`src/rtl/mips_pkg.sv`:
```
// Shared decode constants for the 16-bit MIPS-style pipeline: opcodes, field positions,
// the canonical NOP encoding and the 6-bit immediate sign extension.
package mips_pkg;

  localparam int WORD_W = 16;

  localparam int OP_MSB  = 15;
  localparam int OP_LSB  = 12;
  localparam int RS_MSB  = 11;
  localparam int RS_LSB  = 9;
  localparam int RT_MSB  = 8;
  localparam int RT_LSB  = 6;
  localparam int RD_MSB  = 5;
  localparam int RD_LSB  = 3;
  localparam int IMM_MSB = 5;

  localparam logic [3:0] OP_RTYPE = 4'd0;
  localparam logic [3:0] OP_ADDI  = 4'd1;
  localparam logic [3:0] OP_LW    = 4'd2;
  localparam logic [3:0] OP_SW    = 4'd3;
  localparam logic [3:0] OP_BEQ   = 4'd4;
  localparam logic [3:0] OP_BNE   = 4'd5;

  localparam logic [15:0] NOP = 16'h0000;

  function automatic logic [WORD_W-1:0] sign_ext6(input logic [5:0] imm);
    return {{(WORD_W-6){imm[5]}}, imm};
  endfunction

endpackage

```
`src/rtl/id_stage_reg_file.sv`:
```
// 2-read/1-write register file with r0 hardwired to zero.
// With ID_WB_BYPASS_EN defined, a same-cycle writeback is forwarded to the read ports.
module reg_file
  import mips_pkg::*;
#(
  parameter int DATA_W = 16,
  parameter int NREG   = 8,
  parameter int AW     = $clog2(NREG)
) (
  input  logic              clk,
  input  logic              rst,
  input  logic [AW-1:0]     ra_addr,
  input  logic [AW-1:0]     rb_addr,
  output logic [DATA_W-1:0] ra_data,
  output logic [DATA_W-1:0] rb_data,
  input  logic              we,
  input  logic [AW-1:0]     wa,
  input  logic [DATA_W-1:0] wd
);

  logic [DATA_W-1:0] regs [NREG];

  always_ff @(posedge clk or negedge rst) begin
    if (!rst) begin
      for (int i = 0; i < NREG; i++) regs[i] <= '0;
    end else if (we && wa != '0) begin
      regs[wa] <= wd;
    end
  end

  always_comb begin
    ra_data = regs[ra_addr];
    rb_data = regs[rb_addr];
`ifdef ID_WB_BYPASS_EN
    if (we && wa == ra_addr) ra_data = wd;
    if (we && wa == rb_addr) rb_data = wd;
`endif
    if (ra_addr == '0) ra_data = '0;
    if (rb_addr == '0) rb_data = '0;
  end

endmodule

```
`src/rtl/id_stage.sv`:
```
// Decode stage: IF/ID register, register read, BEQ/BNE resolution, hazard stalls and ID/EX launch.
// ID_WB_BYPASS_EN selects write-through register reads instead of a stall on a writeback match.
module id_stage
  import mips_pkg::*;
#(
  parameter int DATA_W = 16,
  parameter int PC_W   = 8,
  parameter int NREG   = 8
) (
  input  logic              clk,
  input  logic              rst,
  input  logic [PC_W-1:0]   pc_in,
  input  logic [15:0]       instr_in,
  input  logic              wb_en,
  input  logic [2:0]        wb_addr,
  input  logic [DATA_W-1:0] wb_data,
  input  logic              mem_wr_en,
  input  logic [2:0]        mem_wr_addr,
  output logic              instr_fetch_enable,
  output logic              branch_enable,
  output logic [5:0]        imm_branch_offset,
  output logic              ex_valid,
  output logic [3:0]        ex_op,
  output logic [DATA_W-1:0] ex_rs_val,
  output logic [DATA_W-1:0] ex_rt_val,
  output logic [2:0]        ex_rd,
  output logic [DATA_W-1:0] ex_imm,
  output logic [PC_W-1:0]   ex_pc
);

  logic [PC_W-1:0]   ifid_pc;
  logic [15:0]       ifid_instr;
  logic [3:0]        op;
  logic [2:0]        rs, rt, rd, dest;
  logic [5:0]        imm6;
  logic              is_nop, is_branch, use_rs, use_rt;
  logic              lu_stall, br_stall, wb_stall, stall;
  logic [DATA_W-1:0] rs_val, rt_val;

  assign op   = ifid_instr[OP_MSB:OP_LSB];
  assign rs   = ifid_instr[RS_MSB:RS_LSB];
  assign rt   = ifid_instr[RT_MSB:RT_LSB];
  assign rd   = ifid_instr[RD_MSB:RD_LSB];
  assign imm6 = ifid_instr[IMM_MSB:0];

  // True when register a is a live source of the instruction in IF/ID; r0 never creates a hazard.
  function automatic logic src_hit(input logic [2:0] a, input logic [2:0] s, input logic [2:0] t,
                                   input logic us, input logic ut);
    return (a != 3'd0) && ((us && s == a) || (ut && t == a));
  endfunction

  always_comb begin
    is_nop    = (ifid_instr == NOP) || (op > OP_BNE);
    is_branch = !is_nop && (op == OP_BEQ || op == OP_BNE);
    use_rs    = !is_nop;
    use_rt    = !is_nop && (op == OP_RTYPE || op == OP_SW || is_branch);
    dest      = 3'd0;
    if (!is_nop) begin
      case (op)
        OP_RTYPE:      dest = rd;
        OP_ADDI, OP_LW: dest = rt;
        default:       dest = 3'd0;
      endcase
    end
  end

  reg_file #(.DATA_W(DATA_W), .NREG(NREG)) u_reg_file (
    .clk     (clk),
    .rst     (rst),
    .ra_addr (rs),
    .rb_addr (rt),
    .ra_data (rs_val),
    .rb_data (rt_val),
    .we      (wb_en),
    .wa      (wb_addr),
    .wd      (wb_data)
  );

  // Non-writing ops carry ex_rd = 0 into ID/EX, so a nonzero valid ex_rd always means a pending write.
  assign lu_stall = ex_valid && ex_op == OP_LW && src_hit(ex_rd, rs, rt, use_rs, use_rt);
  assign br_stall = is_branch &&
                    ((ex_valid && src_hit(ex_rd, rs, rt, use_rs, use_rt)) ||
                     (mem_wr_en && src_hit(mem_wr_addr, rs, rt, use_rs, use_rt)));
`ifdef ID_WB_BYPASS_EN
  assign wb_stall = 1'b0;
`else
  assign wb_stall = wb_en && src_hit(wb_addr, rs, rt, use_rs, use_rt);
`endif
  assign stall = lu_stall || br_stall || wb_stall;

  assign instr_fetch_enable = !stall;
  assign branch_enable      = is_branch && !stall && ((op == OP_BEQ) == (rs_val == rt_val));
  assign imm_branch_offset  = imm6;

  always_ff @(posedge clk or negedge rst) begin
    if (!rst) begin
      ifid_pc    <= '0;
      ifid_instr <= NOP;
    end else if (!stall) begin
      ifid_pc    <= pc_in;
      ifid_instr <= instr_in;
    end
  end

  always_ff @(posedge clk or negedge rst) begin
    if (!rst) begin
      ex_valid  <= 1'b0;
      ex_op     <= '0;
      ex_rd     <= '0;
      ex_rs_val <= '0;
      ex_rt_val <= '0;
      ex_imm    <= '0;
      ex_pc     <= '0;
    end else if (stall || is_nop) begin
      ex_valid  <= 1'b0;
      ex_op     <= '0;
      ex_rd     <= '0;
      ex_rs_val <= '0;
      ex_rt_val <= '0;
      ex_imm    <= '0;
      ex_pc     <= '0;
    end else begin
      ex_valid  <= 1'b1;
      ex_op     <= op;
      ex_rd     <= dest;
      ex_rs_val <= rs_val;
      ex_rt_val <= rt_val;
      ex_imm    <= DATA_W'(sign_ext6(imm6));
      ex_pc     <= ifid_pc;
    end
  end

endmodule

```
`config.mk`:
```
export PLATFORM = sky130hd
export DESIGN_NAME = id_stage
export DESIGN_NICKNAME = d
export VERILOG_FILES = /design/src/rtl/mips_pkg.sv /design/src/rtl/id_stage_reg_file.sv /design/src/rtl/id_stage.sv
export SDC_FILE = /design/constraint.sdc
export NUM_CORES = 1
export LEC_CHECK = 0
export CAP_MARGIN = 20
export CORE_MARGIN = 2
export CORE_UTILIZATION = 45
export CTS_CLUSTER_SIZE = 24
export DETAILED_ROUTE_END_ITERATION = 16
export GPL_ROUTABILITY_DRIVEN = 0
export PLACE_DENSITY_LB_ADDON = 0.2
export SKIP_LAST_GASP = 1
export SYNTH_ARGS = -nofsm -noshare
export SYNTH_HDL_FRONTEND = slang
export SYNTH_SLANG_ARGS = --single-unit
```
`constraint.sdc`:
```
create_clock -name clk -period 6.5 [get_ports clk]
set_clock_uncertainty 0.15 [all_clocks]
set_input_delay 1.625 -clock clk [delete_from_list [all_inputs] [get_ports clk]]
set_output_delay 1.625 -clock clk [all_outputs]
set_load 0.02 [all_outputs]
```
After elaboration in Yosys (flattened, before gate mapping)
Index checks and enable logic that the tools add are counted.
{ "word_totals": {"elab_cells": 101, "out_inout_bits": 72, "regBits": 216} }
{ "classes": {"bitwise": 3, "reduce_logical": 42, "muxes": 20, "magnitude_cmp": 5, "eq_ne": 14} }
{ "op_table": {"columns": ["op", "n"], "rows": [
  ["2-to-1 mux 16 bit", 10],
  ["bitwise mux 128 bit", 1],
  ["binary-select mux 16 bit (select 3 bit)", 2],
  ["demux 16 bit (select 3 bit)", 1],
  ["logical AND 1 bit", 21],
  ["== test 3 bit", 6],
  ["== test 16 bit", 1],
  ["zero test 16 bit", 1],
  ["== test 4 x 2 -> 1 bit, second input constant", 3],
  [">= comparator 4 bit, second input constant", 3],
  ["NOT 3 -> 4 bit", 3],
  ["logical OR 1 bit", 11],
  ["nonzero test 3 bit", 3],
  ["== test 4 x 3 -> 1 bit, second input constant", 2],
  ["2-to-1 mux 8 bit", 1],
  ["zero test 3 bit", 2],
  ["2-to-1 mux 3 bit", 2],
  ["case mux 3 bit (2 select lines)", 1],
  ["== test 4 x 1 -> 1 bit, second input constant", 1],
  ["> comparator 4 x 3 -> 1 bit, second input constant", 1],
  ["zero test 4 bit", 1],
  ["less-than comparator 4 x 1 -> 1 bit, second input constant", 1],
  ["2-to-1 mux 4 bit", 1],
  ["zero test 1 bit", 2],
  ["other kinds (3)", 3]
]} }

Logic depth before layout (Yosys ltp)
{ "depth": {"depth_word": 17, "depth_mapped": 10, "ltp_nobuf": 7} }

Hierarchy
Synthesis repeated with hierarchy kept, for this count alone.
{ "unflattened": {"cells_unflattened": 739, "area_unflattened_um2": 9714.3} }
{ "modules_own_cells": {"columns": ["module", "area_per_inst_um2", "n_inst", "seq_area_each_um2", "cells_each"], "rows": [
  ["reg_file", 6259.8, 1, 2802.7, 460],
  ["id_stage", 3454.6, 1, 1951.9, 279]
]} }

Least setup slack after synthesis
Ideal clock, no wire load.
{ "synth_timing": {"path_kind": "input to output", "startpoint": "input wb_addr[1]", "endpoint": "output branch_enable", "path_slack_ns": 1.390, "stages": 7, "arrival_time_ns": 3.335, "required_ns": 4.725, "n_path_buf": 1, "path_cell_list": "clkbuf_1 > xor2_1 > or4_1 > o32ai_2 > a31oi_2 > nand3_1 > nor4b_2"} }
{ "synth_between": {"elab_chain_cells": 9, "elab_cells_between_ends": 12} }
{ "synth_lines": {"columns": ["element", "line_no", "text"], "rows": [
  ["start, declared", "id_stage.sv:15", "input logic [2:0] wb_addr,"],
  ["== test 3 bit", "id_stage.sv:49", "return (a != 3'd0) && ((us && s == a) || (ut && t == a));"],
  ["logical AND 1 bit", "id_stage.sv:49", null],
  ["logical OR 1 bit", "id_stage.sv:49", null],
  ["logical AND 1 bit *", "id_stage.sv:49", null],
  ["logical AND 1 bit *", "id_stage.sv:87", "assign wb_stall = wb_en && src_hit(wb_addr, rs, rt, use_rs, use_rt);"],
  ["logical OR 1 bit *", "id_stage.sv:89", "assign stall = lu_stall || br_stall || wb_stall;"],
  ["zero test 1 bit *", null, null],
  ["logical AND 1 bit * (2 in series)", "id_stage.sv:92", "assign branch_enable = is_branch && !stall && ((op == OP_BEQ) == (rs_val == rt_val));"],
  ["end, declared", "id_stage.sv:20", "output logic branch_enable,"]
]} }
Mark *: on every way between the ends. The rest lies on a longest branch, timed or not.

Worst setup path after layout
{ "layout_timing": {"startpoint": "register ifid_instr[7]", "endpoint": "output branch_enable"} }
{ "layout_between": {"elab_chain_cells": 17, "elab_cells_between_ends": 40} }
{ "layout_lines": {"columns": ["element", "line_no", "text"], "rows": [
  ["start, declared", "id_stage.sv:32", "logic [15:0] ifid_instr;"],
  ["start signal, assigned", "id_stage.sv:101", "ifid_instr <= instr_in;"],
  ["zero test 16 bit", "id_stage.sv:53", "is_nop = (ifid_instr == NOP) || (op > OP_BNE);"],
  ["logical OR 1 bit", "id_stage.sv:53", null],
  ["zero test 1 bit", null, null],
  ["logical AND 1 bit", "id_stage.sv:54", "is_branch = !is_nop && (op == OP_BEQ || op == OP_BNE);"],
  ["logical OR 1 bit", "id_stage.sv:56", "use_rt = !is_nop && (op == OP_RTYPE || op == OP_SW || is_branch);"],
  ["logical AND 1 bit", "id_stage.sv:56", null],
  ["logical AND 1 bit", "id_stage.sv:49", null],
  ["logical OR 1 bit", "id_stage.sv:49", null],
  ["logical AND 1 bit", "id_stage.sv:49", null],
  ["logical AND 1 bit, on equally long branches", "id_stage.sv:82, id_stage.sv:83", null],
  ["logical OR 1 bit", "id_stage.sv:82", "((ex_valid && src_hit(ex_rd, rs, rt, use_rs, use_rt)) ||"],
  ["logical AND 1 bit", "id_stage.sv:81", "assign br_stall = is_branch &&"],
  ["logical OR 1 bit (2 in series)", "id_stage.sv:89", null],
  ["zero test 1 bit", null, null],
  ["logical AND 1 bit", "id_stage.sv:92", null],
  ["logical AND 1 bit *", "id_stage.sv:92", null]
]} }
Mark *: on every way between the ends. The rest lies on a longest branch, timed or not. The select of a mux whose other input is x is not followed.

==> flow_metrics.tcl <==
set metrics [dict create \
    cts.hold.buffers_added 0 \
    final_max_slew_viol_count 0 \
    cts.repair_timing.setup_buffer_count 0 \
    cts_resized 0 \
    powerDensity_nw_per_um2 300 \
    gr-total-overflow 0 \
    antenna_cells_inserted 0 \
    timing.max_slew.rel_slack_pct 41.7 \
    syn_nets 803 \
    initial_utilization_pct 46.2 \
    worstSetupStartpointType "flop" \
    slowest_stage "sky130_fd_sc_hd__dfrtp_2" \
    share_of_cells_above_drive_strength_1_pct 24.7 \
    num_rows 52 \
    outcome "finished, final reports clean" \
    worst_hold_slack_ps 345 \
    synth_sequential_area_ratio_pct 50.4 \
    worst-endpoint-required_ps 4720 \
    cts.root.buffer_cell "sky130_fd_sc_hd__clkbuf_16" \
    design.final.nets 899 \
    postSynthRegisterBits 190 \
    dr.pass1.iters 5 \
    cts.path.max_buffers 2 \
    timing.final.hold_violations 0 \
    total_leakage_power_nw 4.94 \
    wirelength_um 25600 \
    worst-setup-path-type "reg2out" \
    clkTransAtPathRegs_ps 70 \
    critical_path.endpoint_type "primary output" \
    detailroute.via_count 6640 \
    groute.usage.overall_pct 23.8 \
    worst-endpoint-arrival_ps 4240 \
    drc_viols 0 \
    place_hpwl_um 16500 \
    timing.max_cap.violations 0 \
    ratio_of_routed_vias_to_standard_cells 5.87 \
    die_width_um 149 \
    core_area_um2 20400 \
    cts_tree "built" \
    synthesis.area_um2 9430 \
    antenna_found_initial 0 \
    grt_setup_unrepaired "false" \
    vertical_extent_of_the_die_um 149 \
    hold_path_class "reg2reg" \
    syn_to_final_growth_pct 20.9 \
    design.portCount 122 \
    final_setup_violations 0 \
    cts.htree.levels 4 \
    syn_avg_cell_area_um2 12.5 \
    delay_of_the_slowest_cell_on_the_worst_path_ps 800 \
    first_pass_grt_wire_length_um 40100 \
    cp_cell_sequence "buf_12, mux2i_1, mux4_2, xnor2_1, nand3_1, nor4_2, a31oi_1, nor4b_2, clkdlybuf4s50_1" \
    floorplan.die_area_um2 22100 \
    cts-buffers-inserted 17 \
    maximum_number_of_pins_on_one_net_before_global_route_repair 94 \
    antenna_violating_nets_post_route 0 \
    power_mw 3.42 \
    numPortBuffers 121 \
    timing.setup.tns_ps 0 \
    crit_path_max_fanout 36 \
    fin_crit_share_pct 92.5 \
    synth_cell_types 51 \
    detail_route.iter0.violations 374 \
    syn_inst 753 \
    tightestPinTransition_ps 875 \
    clock_latency_ps 440 \
    fmax_mhz 166 \
    ys.warnings.count 0 \
    route.detailed.wl_per_inst_um 22.6 \
    period_minus_slack_ps 6010 \
    clock_sink_count 190 \
    grt_pass1_vias 7021 \
    irDropWorstVdd_uv 172 \
]
==> Yosys cell counts, drive strengths merged <==
library cell,instances,area share [%]
dfrtp,190,50
mux2,146,17
mux2i,68,7.2
buf,46,3.9
nor2,45,1.8
o21ai,36,1.9
xor2,27,2.5
clkbuf,26,1.1
a221o,22,2.3
a221oi,22,2.1
inv,18,0.72
nand2,14,0.56
nor3,13,0.69
nor4,10,0.80
a22oi,9,0.72
a22o,6,0.56
nand4b,6,0.56
o211ai,6,0.48
a211o,4,0.37
mux4,4,0.96
and2,3,0.20
and2b,3,0.24
nand3,3,0.16
nand4,3,0.20
or3,3,0.20
xnor2,3,0.28
a211oi,2,0.16
a21oi,2,0.11
a31oi,2,0.20
nor4b,2,0.32
nor4bb,2,0.21
a32oi,1,0.093
conb,1,0.040
nor2b,1,0.066
o31a,1,0.093
o32ai,1,0.17
or2,1,0.066
or4,1,0.080
==> layer usage <==
metal / track usage, % / wire length, µm / vias to the layer above
li1: - / - / 2939
met1: 32.8 / 11500 / 3463
met2: 39.6 / 12600 / 206
met3: 3.91 / 1210 / 32
met4: 5.76 / 278 / 0
met5: 0 / 0 / -
==> power by group <==
| group | internal, mW | switching (mW) | total [mW] |
|---|---|---|---|
| Sequential | 1.38 | 0.156 | 1.54 |
| Combinational | 0.415 | 0.395 | 0.810 |
| Clock | 0.581 | 0.490 | 1.07 |
| Total | 2.38 | 1.04 | 3.42 |
==> cell usage in the layout, fill, tap and decap left out, types with 3 or more instances in the layout <==
master	count
sky130_fd_sc_hd__nor3_1	12
sky130_fd_sc_hd__inv_1	18
sky130_fd_sc_hd__nand4b_1	6
sky130_fd_sc_hd__mux4_2	4
sky130_fd_sc_hd__mux2_2	133
sky130_fd_sc_hd__inv_8	3
sky130_fd_sc_hd__a22oi_1	9
sky130_fd_sc_hd__buf_4	26
sky130_fd_sc_hd__nor4_1	8
sky130_fd_sc_hd__mux2i_1	68
sky130_fd_sc_hd__mux2_1	12
sky130_fd_sc_hd__or3_1	3
sky130_fd_sc_hd__a22o_1	6
sky130_fd_sc_hd__clkdlybuf4s50_1	120
sky130_fd_sc_hd__o21ai_0	19
sky130_fd_sc_hd__clkinv_4	3
sky130_fd_sc_hd__dfrtp_1	188
sky130_fd_sc_hd__o211ai_1	6
sky130_fd_sc_hd__o21ai_1	17
sky130_fd_sc_hd__nand4_1	3
sky130_fd_sc_hd__a211o_1	4
sky130_fd_sc_hd__nand2_1	14
sky130_fd_sc_hd__clkbuf_16	17
sky130_fd_sc_hd__and2b_1	3
sky130_fd_sc_hd__a221o_1	22
sky130_fd_sc_hd__xnor2_1	3
sky130_fd_sc_hd__inv_6	4
sky130_fd_sc_hd__nor2_1	45
sky130_fd_sc_hd__a221oi_1	21
sky130_fd_sc_hd__xor2_1	27
==> path summary, 6_finish.rpt <==
check	from	end	slack, ps	cells past startpoint
max in group asynchronous	rst	u_reg_file.regs[16]$_DFFE_PN0P_	3920	2
min in group asynchronous	rst	u_reg_file.regs[49]$_DFFE_PN0P_	1100	1
max reg2reg	ifid_instr[7]$_DFFE_PN0N_	ifid_instr[7]$_DFFE_PN0N_	3140	9
max	ifid_instr[7]$_DFFE_PN0N_	branch_enable	490	9
min	ifid_pc[3]$_DFFE_PN0N_	ex_pc[3]$_DFF_PN0_	350	2
min reg2reg	ifid_pc[3]$_DFFE_PN0N_	ex_pc[3]$_DFF_PN0_	350	2
==> critical path: cells and delay by family (launching register included) <==
kind / cells / cell delay (ps)
compound gates: 1 / 220
simple gates: 3 / 900
xor+xnor: 1 / 200
flops: 1 / 800
buf+inv: 2 / 990
mux: 2 / 640
==> sequential cells by signal (all words and copies together) (netlist names) <==
name	count
ifid_pc	8
ex_op	4
ex_rd	3
ex_imm	6
ex_pc	8
ex_rs_val	16
ex_rt_val	16
u_reg_file.regs	112
ex_valid	1
ifid_instr	16
==> kinds of logic after synthesis <==
kind of cell / count (synthesis) / synth area share, %
multiplexers: 218 / 25.7
flip-flops: 190 / 50.4
AO/OA/AOI/OAI: 114 / 9.30
AND/OR/NAND/NOR: 110 / 6.13
buffers and inverters: 90 / 5.67
XOR/XNOR: 30 / 2.79
other: 1 / 0.0398
==> metrics by stage <==
| stage | setup slack, ps | area (µm²) | util, % | std cells |
|---|---|---|---|---|
| final | 486 | 11400 | 55.8 | 1132 |
| after global routing | 308 | 11400 | 55.8 | 1132 |
| after CTS | 475 | 11400 | 55.8 | 1132 |
| after detailed placement | 667 | 10800 | 52.9 | 1100 |
| after global placement | 698 | 10800 | 52.9 | 1100 |
| after floorplan | 1390 | 9430 | - | 753 |
==> final cells by class <==
| type | instances | area (µm²) |
|---|---|---|
| Timing Repair Buffer | 149 | 1450 |
| Fill cell | 1748 | 9030 |
| Sequential cell | 190 | 4760 |
| Inverter | 18 | 67.6 |
| Clock inverter | 15 | 175 |
| Tap cell | 270 | 338 |
| Clock buffer | 17 | 425 |
| Multi-Input combinational cell | 473 | 4190 |
(Power assumes the default switching activity.)
